--- src/rtl/tmds_pkg.sv ---
// Shared TMDS definitions: control tokens, TERC4 code table, symbol type and alignment states.
// Used by both the encoder and decoder sides of the link.
package tmds_pkg;

    typedef logic [9:0] tmds_symbol_t;

    typedef enum logic {
        SEARCH,
        LOCKED
    } align_state_t;

    localparam tmds_symbol_t CTRL_TOKEN [4] = '{
        10'b1101010100,
        10'b0010101011,
        10'b0101010100,
        10'b1010101011
    };

    localparam tmds_symbol_t TERC4_CODE [16] = '{
        10'b1010011100, 10'b1001100011, 10'b1011100100, 10'b1011100010,
        10'b0101110001, 10'b0100011110, 10'b0110001110, 10'b0100111100,
        10'b1011001100, 10'b0100111001, 10'b0110011100, 10'b1011000110,
        10'b1010001110, 10'b1001110001, 10'b0101100011, 10'b1011000011
    };

    function automatic logic is_ctrl_token(input tmds_symbol_t sym);
        logic hit;
        hit = 1'b0;
        for (int i = 0; i < 4; i++) begin
            if (sym == CTRL_TOKEN[i]) hit = 1'b1;
        end
        return hit;
    endfunction

endpackage

--- src/rtl/tmds_symbol_lookup.sv ---
// Purely combinational decode of one aligned TMDS symbol into video data,
// control value and TERC4 nibble, each with a validity flag where applicable.
module tmds_symbol_lookup
    import tmds_pkg::*;
(
    input  logic [9:0] sym,
    output logic [7:0] data,
    output logic [1:0] ctrl,
    output logic       ctrl_valid,
    output logic [3:0] terc4,
    output logic       terc4_valid
);

    logic [7:0] d;

    // Video decode undoes the optional inversion first, then the XOR/XNOR chain.
    always_comb begin
        d       = sym[9] ? ~sym[7:0] : sym[7:0];
        data    = '0;
        data[0] = d[0];
        for (int i = 1; i < 8; i++) begin
            data[i] = sym[8] ? (d[i] ^ d[i-1]) : ~(d[i] ^ d[i-1]);
        end
    end

    always_comb begin
        ctrl        = '0;
        ctrl_valid  = 1'b0;
        terc4       = '0;
        terc4_valid = 1'b0;
        for (int i = 0; i < 4; i++) begin
            if (sym == CTRL_TOKEN[i]) begin
                ctrl       = 2'(i);
                ctrl_valid = 1'b1;
            end
        end
        for (int i = 0; i < 16; i++) begin
            if (sym == TERC4_CODE[i]) begin
                terc4       = 4'(i);
                terc4_valid = 1'b1;
            end
        end
    end

endmodule

--- src/rtl/tmds_symbol_decoder.sv ---
// TMDS receive channel: finds the symbol boundary from control-token runs, then decodes symbols.
// Optional macro LOCK_STATS_EN adds a saturating count of lock losses on lock_losses.
module tmds_symbol_decoder
    import tmds_pkg::*;
#(
    parameter int CTRL_RUN      = 8,
    parameter int SEARCH_WINDOW = 4096,
    parameter int LOCK_TIMEOUT  = 8192
) (
    input  logic       clk_pixel,
    input  logic       RST,
    input  logic [9:0] tmds_word,
    output logic       aligned,
    output logic [7:0] data,
    output logic [1:0] ctrl,
    output logic       ctrl_valid,
    output logic [3:0] terc4,
    output logic       terc4_valid,
    output logic [3:0] bit_offset,
    output logic [7:0] lock_losses
);

    localparam int RUN_W = $clog2(CTRL_RUN + 1);
    localparam int WIN_W = $clog2(SEARCH_WINDOW);
    localparam int TO_W  = $clog2(LOCK_TIMEOUT);

    localparam logic [RUN_W-1:0] RUN_MAX  = RUN_W'(CTRL_RUN);
    localparam logic [WIN_W-1:0] WIN_LAST = WIN_W'(SEARCH_WINDOW - 1);
    localparam logic [TO_W-1:0]  TO_LAST  = TO_W'(LOCK_TIMEOUT - 1);

    align_state_t     state, state_next;
    logic [3:0]       offset, offset_next, offset_slip;
    logic [RUN_W-1:0] run_cnt, run_next;
    logic [WIN_W-1:0] win_cnt, win_next;
    logic [TO_W-1:0]  timeout_cnt, timeout_next;

    logic [9:0]   prev_word;
    tmds_symbol_t stage1_sym, sym_reg;
    logic [19:0]  window;
    logic         run_hit;

    logic [7:0] lut_data;
    logic [1:0] lut_ctrl;
    logic       lut_ctrl_valid;
    logic [3:0] lut_terc4;
    logic       lut_terc4_valid;

    assign window      = {tmds_word, prev_word};
    assign stage1_sym  = 10'(window >> offset);
    assign run_hit     = (run_cnt == RUN_MAX);
    assign offset_slip = (offset == 4'd9) ? 4'd0 : offset + 4'd1;
    assign aligned     = (state == LOCKED);
    assign bit_offset  = offset;

    always_ff @(posedge clk_pixel or negedge RST) begin
        if (!RST) begin
            state       <= SEARCH;
            offset      <= '0;
            run_cnt     <= '0;
            win_cnt     <= '0;
            timeout_cnt <= '0;
            prev_word   <= '0;
            sym_reg     <= '0;
        end else begin
            state       <= state_next;
            offset      <= offset_next;
            run_cnt     <= run_next;
            win_cnt     <= win_next;
            timeout_cnt <= timeout_next;
            prev_word   <= tmds_word;
            sym_reg     <= stage1_sym;
        end
    end

    // Lock is checked before the slip so a run completing on the last window cycle keeps the offset.
    always_comb begin
        state_next   = state;
        offset_next  = offset;
        win_next     = win_cnt;
        timeout_next = timeout_cnt;
        if (is_ctrl_token(stage1_sym))
            run_next = run_hit ? run_cnt : run_cnt + 1'b1;
        else
            run_next = '0;

        case (state)
            SEARCH: begin
                win_next = win_cnt + 1'b1;
                if (run_hit) begin
                    state_next   = LOCKED;
                    win_next     = '0;
                    timeout_next = '0;
                end else if (win_cnt == WIN_LAST) begin
                    offset_next = offset_slip;
                    win_next    = '0;
                    run_next    = '0;
                end
            end
            LOCKED: begin
                timeout_next = timeout_cnt + 1'b1;
                if (run_hit) begin
                    timeout_next = '0;
                end else if (timeout_cnt == TO_LAST) begin
                    state_next   = SEARCH;
                    offset_next  = offset_slip;
                    win_next     = '0;
                    timeout_next = '0;
                    run_next     = '0;
                end
            end
            default: state_next = SEARCH;
        endcase
    end

    tmds_symbol_lookup u_lookup (
        .sym         (sym_reg),
        .data        (lut_data),
        .ctrl        (lut_ctrl),
        .ctrl_valid  (lut_ctrl_valid),
        .terc4       (lut_terc4),
        .terc4_valid (lut_terc4_valid)
    );

    always_ff @(posedge clk_pixel or negedge RST) begin
        if (!RST) begin
            data        <= '0;
            ctrl        <= '0;
            ctrl_valid  <= 1'b0;
            terc4       <= '0;
            terc4_valid <= 1'b0;
        end else begin
            data        <= lut_data;
            ctrl        <= lut_ctrl;
            ctrl_valid  <= lut_ctrl_valid;
            terc4       <= lut_terc4;
            terc4_valid <= lut_terc4_valid;
        end
    end

`ifdef LOCK_STATS_EN
    logic       lock_lost;
    logic [7:0] loss_cnt;

    assign lock_lost   = (state == LOCKED) && (state_next == SEARCH);
    assign lock_losses = loss_cnt;

    always_ff @(posedge clk_pixel or negedge RST) begin
        if (!RST)
            loss_cnt <= '0;
        else if (lock_lost && loss_cnt != 8'hFF)
            loss_cnt <= loss_cnt + 8'd1;
    end
`else
    assign lock_losses = '0;
`endif

endmodule

--- config.mk ---
export PLATFORM = sky130hd
export DESIGN_NAME = tmds_symbol_decoder
export DESIGN_NICKNAME = d
export VERILOG_FILES = /design/src/rtl/tmds_pkg.sv /design/src/rtl/tmds_symbol_lookup.sv /design/src/rtl/tmds_symbol_decoder.sv
export SDC_FILE = /design/constraint.sdc
export NUM_CORES = 1
export LEC_CHECK = 0
export ABC_AREA = 1
export BUFFER_PORTS_ARGS = -buffer_cell sky130_fd_sc_hd__buf_4
export CAP_MARGIN = 20
export CORE_UTILIZATION = 50
export CTS_BUF_LIST = sky130_fd_sc_hd__clkbuf_2 sky130_fd_sc_hd__clkbuf_4 sky130_fd_sc_hd__clkbuf_8
export CTS_CLUSTER_SIZE = 40
export DETAILED_ROUTE_END_ITERATION = 10
export HOLD_SLACK_MARGIN = 0.06
export PLACE_DENSITY = 0.69
export SETUP_SLACK_MARGIN = 0.15
export SLEW_MARGIN = 10
export SYNTH_ARGS = -nofsm -noshare
export SYNTH_HDL_FRONTEND = slang
export SYNTH_HIERARCHICAL = 1
export SYNTH_SLANG_ARGS = --single-unit
export TNS_END_PERCENT = 1
--- constraint.sdc ---
create_clock -name clk_pixel -period 2.52 [get_ports clk_pixel]
set_input_delay 0.252 -clock clk_pixel [delete_from_list [all_inputs] [get_ports clk_pixel]]
set_output_delay 0.252 -clock clk_pixel [all_outputs]
set_load 0.02 [all_outputs]
==> flow_summary.toml, run 1 <==
[outcome]
status = "finished clean"

[clock_tree]
hold_buffers = 11
cts_made_buffers = 9
cts.sinks = 70
clk_pin_slew_worst_paths_ns = 0.07
cts_tree = "yes"
clk_latency_ns = 0.33
post-cts-setup-buffers = 0
root_buffer = "clkbuf_8"
cts_buffer_depth = 2
htree_levels = 3
ctsResizeCount = 0

[detailed_routing]
remaining_drc_errors = 0
drt_iter0_markers = 177
dr.pass1.iters = 5
topRoutingLayerUsed = "met4"
wirelength_mm = 9.053
dr_total_vias = 3729
wl_met2_mm = 4.493
wl_per_cell_um = 12.73
wl_met1_mm = 4.005
detail-route-antenna-nets = 0
vias_per_cell = 5.245
route.met3.wl_um = 443

[die]
ios = 41
num_rows = 33
die_x_um = 94.40
die_area_mm2 = 0.008911
core_area_mm2 = 0.008258
start_util_pct = 51.70
die_h_um = 94.40

[timing]
finalSetupViolCount = 0
drv_slew = 0
clock.fmax_mhz = 473.6
period_share_pct = 83.79
clock_skew_ns = 0.01285
relSlewSlack_pct = 42.97
min_period_ns = 2.111
hold_viol_final = 0
fin_ws_ns = 0.4086
rsz0062_at_grt = "no"
worst_pin_slew_ns = 0.8555
fin_setup_tns_ns = 0

[power]
seqPwrFrac_pct = 51.0
powerDensity_mw_per_mm2 = 476.1
swShare_pct = 23.38
vdd_ir_drop_max_v = 0.0002867
p_switching_uw = 541.6
power_frac_comb_pct = 10.1
p_int_mw = 1.775
power_frac_clock_pct = 38.9
leakage_nw = 2.491

[critical_path]
crit_arrival_ns = 2.35
cpMostUsedCell = "nand2_1"
worstPathMaxFanout = 7
r2r-start = "win_cnt[0]$_DFFE_PN0P_"
worstPathRequired_ns = 2.76
ff2ff_setup_slack_ns = 0.41
path_cells = "ha_1 -> nand2_1 -> nor2_2 -> nand3_1 -> nor2_2 -> nand2_1 -> nand2_1 -> nor2_1 -> nor2_1 -> nor3_1"
critPathTopFamily = "simple AND/OR/NAND/NOR gates"
setup.worst_path.class = "flip-flop to flip-flop"
critical_path_buf_inv_count = 0
crit_path_max_incr_delay_ns = 0.43
end_kind = "flip-flop"
reg2reg_to = "win_cnt[4]$_DFFE_PN0P_"
r2r_cells = 10
startpoint_type = "flip-flop"
cpMaxStageDelayCell = "dfrtp_1"

[layout]
final_common_cell = "nand2_1"
top_register = "timeout_cnt"
top_regs = "timeout_cnt: 13 flops, win_cnt: 12 flops"
area_growth_pct = 13.98
nets = 634
diodes = 0
drive_gt1_share_pct = 12.87
final_cell_mix = "nand2_1 (156), nand3_1 (89), dfrtp_1 (70)"
fin_util_pct = 58.92
largest_reg_flops = 13
nFillCells = 754
post_layout_nonfiller_instances = 711

[logic_synthesis]
avgSynthCellArea_um2 = 7.664
ys_warn_count = 6
synth_edf_count = 0
ys_async_sr_fraction_pct = 100.0
yosysSeqAreaShare_pct = 41.03
synth_cell_type_count = 36
synth_area_mm2 = 0.004269
ys_seq_elements = 70
syn_inst = 557
synthFlopType = "dfrtp_1"

[hold_path]
hp-start = "timeout_cnt[5]$_DFFE_PN0P_"
worst_hold_path.num_cells = 2
holdPathEnd = "timeout_cnt[5]$_DFFE_PN0P_"
hp-class = "flip-flop to flip-flop"

[place]
post-place-cells = 685
portBuffers = 32
place_congestion = 0.9284
place_ws_ns = 0.4456
hpwl_mm = 6.698

[global_route]
grt_overflow = 0
grt_pass1_wl_mm = 15.58
grt_util_all_layers_pct = 22.49
antenna_found_initial = 0
grt_max_degree = 71
grt_pass1_vias = 3505

[run]
max_cap_viol_count = 0
==> per-layer routing <==
layer	vias to the layer above	global-route usage, %
met4	0	7.692
met5	-	0
li1	1872	-
met1	1723	28.42
met2	122	38.29
met3	12	4.509
==> how the worst max path moves through the flow <==
| stage | startpoint | to | slack (ns) | cells past startpoint |
|---|---|---|---|---|
| CTS | win_cnt[0]$_DFFE_PN0P_ | win_cnt[4]$_DFFE_PN0P_ | 0.41 | 10 |
| global placement | win_cnt[0]$_DFFE_PN0P_ | win_cnt[4]$_DFFE_PN0P_ | 0.46 | 10 |
| finish | win_cnt[0]$_DFFE_PN0P_ | win_cnt[4]$_DFFE_PN0P_ | 0.41 | 10 |
| global route | win_cnt[0]$_DFFE_PN0P_ | win_cnt[4]$_DFFE_PN0P_ | 0.20 | 10 |
| floorplan | win_cnt[0]$_DFFE_PN0P_ | win_cnt[4]$_DFFE_PN0P_ | 0.83 | 10 |
| detailed placement | win_cnt[0]$_DFFE_PN0P_ | win_cnt[11]$_DFFE_PN0P_ | 0.45 | 10 |
==> layout make-up <==
type	count	area, µm²	share of cell area [%]
tap	105	131.4	2.700
clock buffer	14	167.7	3.446
clock inverter	1	30.03	0.6171
inverter	59	221.5	4.551
sequential	70	1752	36.00
multi-input combinational	415	2183	44.87
timing repair buffer	47	380.4	7.817
==> kinds of logic (layout without fill, tap and decap cells) <==
group / after synthesis / after routing / synth area share (%)
adders and majority gates: 20 / 20 / 5.862
AOI/OAI and AO/OA: 50 / 50 / 7.122
buffers and inverters: 79 / 121 / 8.441
other: 1 / 8 / 0.08784
xor gates and xnor gates: 23 / 23 / 4.719
DFF: 70 / 70 / 41.03
and+or+nand+nor: 314 / 314 / 32.74
==> worst register-to-register path, delay by kind of cell (launching register included) <==
kind | cells | cell delay (ns)
adders and majority gates | 1 | 0.23
DFF | 1 | 0.43
and+or+nand+nor | 9 | 1.38
==> synthesized netlist by cell type, types with 2 or more instances <==
cell type | number | area [µm²]
a21oi_1 | 19 | 95.09
a21oi_2 | 2 | 17.52
a22o_1 | 2 | 17.52
buf_2 | 6 | 30.03
buf_4 | 11 | 82.58
buf_6 | 2 | 22.52
dfrtp_1 | 70 | 1752
ha_1 | 20 | 250.2
inv_1 | 51 | 191.4
inv_2 | 8 | 30.03
nand2_1 | 156 | 585.6
nand2_2 | 5 | 31.28
nand3_1 | 89 | 445.4
nand4_1 | 9 | 56.30
nor2_1 | 36 | 135.1
nor2_2 | 5 | 31.28
nor2_4 | 3 | 33.78
nor3_1 | 4 | 20.02
nor4_1 | 3 | 18.77
o21a_1 | 2 | 15.01
o21ai_0 | 12 | 60.06
o22ai_1 | 7 | 43.79
xnor2_1 | 8 | 70.07
xor2_1 | 15 | 131.4
==> power by group through the flow <==
stage | registers (mW) | clock network (mW) | logic, mW
detailed placement | 1.20 | 0 | 0.220
floorplan | 1.22 | 0 | 0.112
CTS | 1.18 | 0.933 | 0.235
global placement | 1.20 | 0 | 0.220
global route | 1.19 | 0.988 | 0.260
finish | 1.18 | 0.901 | 0.233
==> per-stage QoR <==
stage / hold WS [ns] / total power [mW] / instance area [µm²]
floorplan: -0.04359 / 1.336 / 4295
global placement: 0.3840 / 1.423 / 4558
detailed placement: 0.3854 / 1.425 / 4558
CTS: 0.5276 / 2.350 / 4866
global route: 0.5535 / 2.434 / 4866
finish: 0.5252 / 2.317 / 4866
Note: power is estimated with default switching activity, not from simulation.
==> run 2, diff against run 1 <==
==> constraint.sdc (replaced) <==
create_clock -name clk_pixel -period 2 [get_ports clk_pixel]
set_input_delay 0.2 -clock clk_pixel [delete_from_list [all_inputs] [get_ports clk_pixel]]
set_output_delay 0.2 -clock clk_pixel [all_outputs]
set_load 0.02 [all_outputs]
==> run 2 against run 1 <==
Effect of this change:
- via count rose by 0.13%
- combinational power increased by 29%
- routed wire length up 4.5%
- critical endpoint is now bit_offset[1]$_DFFE_PN0P_
- largest cell class unchanged
==> flow_summary.toml, run 2 (same netlist as run 1, synthesis figures left out) <==
[outcome]
status = "finished clean"

[clock_tree]
cts_tree = "yes"
clk_latency_ns = 0.34
cts.sinks = 70
root_buffer = "clkbuf_8"
htree_levels = 3
cts_buffer_depth = 2
cts_made_buffers = 9
clk_pin_slew_worst_paths_ns = 0.08

[timing]
hold_ws_ns = 0.5057
clock_skew_ns = 0.01249
period_share_pct = 91.98
clock.fmax_mhz = 543.6
worst_pin_slew_ns = 0.8479
fin_setup_tns_ns = 0
drv_slew = 0
hold_viol_final = 0
finalSetupViolCount = 0
min_period_ns = 1.840
relSlewSlack_pct = 43.47
rsz0062_at_grt = "yes"

[layout]
top_regs = "timeout_cnt: 13 flops, win_cnt: 12 flops"
nets = 651
area_growth_pct = 19.49
top_register = "timeout_cnt"
final_common_cell = "nand2_1"
diodes = 0
nFillCells = 742
drive_gt1_share_pct = 19.07
fin_area_mm2 = 0.005101
final_cell_mix = "nand2_1 (154), nand3_1 (86), dfrtp_1 (67)"
largest_reg_flops = 13

[critical_path]
crit_arrival_ns = 2.07
reg2reg_to = "bit_offset[1]$_DFFE_PN0P_"
worstPathMaxFanout = 5
end_kind = "flip-flop"
r2r_cells = 11
r2r-start = "win_cnt[0]$_DFFE_PN0P_"
startpoint_type = "flip-flop"
setup.worst_path.class = "flip-flop to flip-flop"
worstPathRequired_ns = 2.23
ff2ff_setup_slack_ns = 0.16

[global_route]
grt_overflow = 0
grt_max_degree = 71
use_met1_pct = 28.27
grt_util_all_layers_pct = 23.10
met2_usage_pct = 39.92
grt_pass1_wl_mm = 15.99
grt_use_met3_pct = 4.750
grt_pass1_vias = 3540
top_usage_layer = "met2"
antenna_found_initial = 0

[run]
max_cap_viol_count = 0

[place]
portBuffers = 32
placed_area_mm2 = 0.004596
hpwl_mm = 6.908
place_congestion = 0.8871

[power]
power_frac_comb_pct = 10.7
vdd_ir_drop_max_v = 0.0002816
seqPwrFrac_pct = 52.8
swShare_pct = 25.84
powerDensity_mw_per_mm2 = 550.8
power_frac_clock_pct = 36.5
finalPower_mw = 2.810
p_int_mw = 2.084
p_switching_uw = 726.2
leakage_nw = 2.578

[die]
core_area_mm2 = 0.008258
die_h_um = 94.40
num_rows = 33
ios = 41
die_x_um = 94.40
die_area_mm2 = 0.008911
start_util_pct = 51.70

[hold_path]
hp-class = "input pin to asynchronous set/reset pin"

[detailed_routing]
vias_per_cell = 5.122
dr_total_vias = 3734
dr.pass1.iters = 4
detail-route-antenna-nets = 0
wirelength_mm = 9.458
wl_per_cell_um = 12.97
drt_iter0_markers = 158
remaining_drc_errors = 0
run 2: what timing repair did:
action,in CTS,in global routing
endpoints found under the hold margin,80,0
buffers inserted,0,12
endpoints found under the setup margin,13,34
gates resized for setup,5,34
pin swaps,0,7
hold buffers,11,0
run 2: critical path, cell delays in order, from the launching register on:
cell	delay (ns)
dfrtp_1	0.37
ha_1	0.17
nand2_1	0.12
nor2_4	0.16
nand3_2	0.09
nor2_2	0.16
nand2_1	0.10
nand2_2	0.12
nand3_4	0.11
nor2_4	0.17
buf_4	0.13
a21oi_1	0.03
run 2: layout make-up:
cell class | instances | area [µm²] | share of cell area [%]
Multi-Input combinational cell | 415 | 2290 | 44.89
Clock inverter | 4 | 22.52 | 0.4415
Tap cell | 105 | 131.4 | 2.575
Sequential cell | 70 | 1755 | 34.41
Timing Repair Buffer | 64 | 520.5 | 10.20
Inverter | 59 | 229.0 | 4.489
Clock buffer | 12 | 152.6 | 2.992
run 2: worst max path at each step:
stage                                start                         to  slack, ns
floorplan           win_cnt[0]$_DFFE_PN0P_     win_cnt[4]$_DFFE_PN0P_       0.31
global placement    win_cnt[0]$_DFFE_PN0P_     win_cnt[4]$_DFFE_PN0P_       0.10
detailed placement  win_cnt[0]$_DFFE_PN0P_    win_cnt[11]$_DFFE_PN0P_       0.05
CTS                 win_cnt[0]$_DFFE_PN0P_  bit_offset[3]$_DFFE_PN0P_        0.1
global route        win_cnt[0]$_DFFE_PN0P_  bit_offset[3]$_DFFE_PN0P_       0.03
finish              win_cnt[0]$_DFFE_PN0P_  bit_offset[1]$_DFFE_PN0P_       0.16
run 2: per-layer routing:
metal / vias to the layer above / wire [µm]
met2: 55 / 4864
li1: 1915 / -
met1: 1751 / 4193
met3: 13 / 248
met4: 0 / 152
met5: - / 0
run 2: power by group through the flow:
| stage | Combinational [mW] | Clock (mW) | Sequential [mW] |
|---|---|---|---|
| 2_1_floorplan | 0.142 | 0 | 1.54 |
| 3_3_place_gp | 0.280 | 0 | 1.51 |
| 3_5_place_dp | 0.282 | 0 | 1.51 |
| 4_1_cts | 0.300 | 1.05 | 1.49 |
| 5_1_grt | 0.341 | 1.11 | 1.49 |
| 6_report | 0.300 | 1.02 | 1.48 |
run 2: metrics by stage:
stage	utilization [%]	setup slack (ns)	instances
after CTS	59.30	0.09555	717
after global routing	61.77	0.03004	729
final	61.77	0.1604	729
after floorplan	-	0.3087	564
after detailed placement	55.65	0.04601	690
after global placement	55.65	0.1014	690
==> run 3, diff against run 2 <==
--- a/config.mk
+++ b/config.mk
@@ -8,6 +8,7 @@
 export ABC_AREA = 1
 export BUFFER_PORTS_ARGS = -buffer_cell sky130_fd_sc_hd__buf_4
 export CAP_MARGIN = 20
+export CORE_ASPECT_RATIO = 1.5
 export CORE_UTILIZATION = 50
 export CTS_BUF_LIST = sky130_fd_sc_hd__clkbuf_2 sky130_fd_sc_hd__clkbuf_4 sky130_fd_sc_hd__clkbuf_8
 export CTS_CLUSTER_SIZE = 40
==> run 3 against run 2 <==
Effect of this change:
- sequential power hardly changed
- sequential cell count unchanged
- die area hardly changed
- first-iteration DRC count is 25% higher
- largest cell class unchanged
- largest power group unchanged
- sequential share of layout area decreased by 0.76 points
- combinational power up 3%
==> flow_summary.toml, run 3 (same netlist as run 1, synthesis figures left out) <==
[detailed_routing]
vias_per_cell = 5.297
remaining_drc_errors = 0
wirelength_mm = 10.07
wl_per_cell_um = 13.70
dr_total_vias = 3893
detail-route-antenna-nets = 0
dr.pass1.iters = 4
drt_iter0_markers = 198

[clock_tree]
htree_levels = 3
clk_pin_slew_worst_paths_ns = 0.07
cts_made_buffers = 9
cts_buffer_depth = 2
cts.sinks = 70
cts_tree = "yes"
clk_latency_ns = 0.35
root_buffer = "clkbuf_8"

[global_route]
grt_overflow = 0
grt_util_all_layers_pct = 24.28
grt_pass1_wl_mm = 16.60
grt_pass1_vias = 3675
grt_max_degree = 37
antenna_found_initial = 0

[timing]
hold_viol_final = 0
finalSetupViolCount = 0
rsz0062_at_grt = "yes"
clock_skew_ns = 0.006304
drv_slew = 0
min_period_ns = 1.838
period_share_pct = 91.88
clock.fmax_mhz = 544.2

[critical_path]
critPathTopFamily = "simple AND/OR/NAND/NOR gates"
cpMaxStageDelayCell = "dfrtp_1"
critical_path_buf_inv_count = 2
crit_path_max_incr_delay_ns = 0.41
critPathLaunch = "bit_offset[0]$_DFFE_PN0P_"
startpoint_type = "flip-flop"
r2r-start = "bit_offset[0]$_DFFE_PN0P_"
crit_arrival_ns = 2.12
path_cells = "inv_2 -> buf_6 -> nand2_1 -> nand3_1 -> nand3_1 -> nand2_1 -> a21oi_4 -> and2_1 -> nand3_2 -> a21oi_1"
end_kind = "flip-flop"
worstPathRequired_ns = 2.28
setup.worst_path.class = "flip-flop to flip-flop"
worstPathMaxFanout = 12
ff2ff_setup_slack_ns = 0.16

[power]
p_switching_uw = 746.5
power_frac_comb_pct = 10.1
powerDensity_mw_per_mm2 = 587.3
vdd_ir_drop_max_v = 0.0003511
leakage_nw = 2.621
seqPwrFrac_pct = 48.6
p_int_mw = 2.313
finalPower_mw = 3.059
swShare_pct = 24.40
power_frac_clock_pct = 41.2

[layout]
final_common_cell = "nand2_1"
drive_gt1_share_pct = 19.37
final_cell_mix = "nand2_1 (151), nand3_1 (84), dfrtp_1 (69)"
post_layout_nonfiller_instances = 735
largest_reg_flops = 13
nFillCells = 702
top_regs = "timeout_cnt: 13 flops, win_cnt: 12 flops"
nets = 658
area_growth_pct = 22.01
top_register = "timeout_cnt"
diodes = 0

[place]
portBuffers = 32
post-place-cells = 696
place_congestion = 1.007
hpwl_mm = 7.626

[die]
die_h_um = 115.2
core_area_mm2 = 0.008158
die_x_um = 77.45
die_area_mm2 = 0.008919
start_util_pct = 52.33
ios = 41
num_rows = 40

[hold_path]
hp-class = "input pin to asynchronous set/reset pin"

[outcome]
status = "finished clean"

[run]
max_cap_viol_count = 0
[run 3: changes by cell type in the layout (fill, tap and decap cells not counted), moves of 3 or more]
cell      before  now
buf_4         52   56
nand2_2        5    9
clkinv_2       3    0
nand2_1      154  151
[run 3: worst paths after layout]
| path | endpoint | cells past startpoint |
|---|---|---|
| hold / removal | ctrl_valid$_DFF_PN0_ | 2 |
| min in group clk_pixel | prev_word[8]$_DFF_PN0_ | 2 |
| hold reg to reg | timeout_cnt[0]$_DFFE_PN0P_ | 1 |
| max in group asynchronous | bit_offset[2]$_DFFE_PN0P_ | 3 |
| setup reg to reg | run_cnt[2]$_DFF_PN0_ | 10 |
| setup / recovery | run_cnt[2]$_DFF_PN0_ | 10 |
[run 3: power by group through the flow]
stage                     registers, mW  clock network, mW  logic [mW]
after global placement             1.52                  0       0.289
after CTS                          1.49               1.30       0.310
after floorplan                    1.54                  0       0.142
final                              1.49               1.26       0.310
after detailed placement           1.52                  0       0.291
after global routing               1.49               1.36       0.343
[run 3: stage by stage]
stage                     utilization (%)  hold WS [ns]  setup slack (ns)  cell area (µm²)  TNS [ns]
after floorplan                         -      -0.09559            0.3087             4295         0
after global placement              57.19        0.1799          -0.05756             4666   -0.1074
after detailed placement            57.19        0.1861           -0.1398             4666   -0.3618
after CTS                           61.87        0.3455            0.1216             5047         0
after global routing                63.85        0.3667           0.01574             5209         0
final                               63.85        0.3426            0.1625             5209         0
[run 3: area by class of cell]
class | instances | area [µm²] | share of cell area, %
Multi-Input combinational cell | 415 | 2288 | 43.93
Sequential cell | 70 | 1753 | 33.65
Timing Repair Buffer | 71 | 593.1 | 11.39
Inverter | 59 | 221.5 | 4.252
Clock buffer | 10 | 137.6 | 2.642
Tap cell | 105 | 131.4 | 2.522
Clock inverter | 5 | 83.83 | 1.609
[run 3: timing repair]
action / 4_1_cts / 5_1_grt
resized for setup: 6 / 25
buffers inserted: 3 / 10
setup endpoints to repair: 16 / 33
hold buffers: 11 / 0
endpoints found under the hold margin: 44 / 0
pin swaps: 1 / 8
[run 3: layer usage]
layer | wire, µm | vias to the layer above | global-route usage (%)
met4 | 451 | 0 | 16.48
li1 | - | 1939 | -
met2 | 5615 | 79 | 44.48
met3 | 286 | 31 | 5.159
met5 | 0 | - | 0
met1 | 3720 | 1844 | 24.49
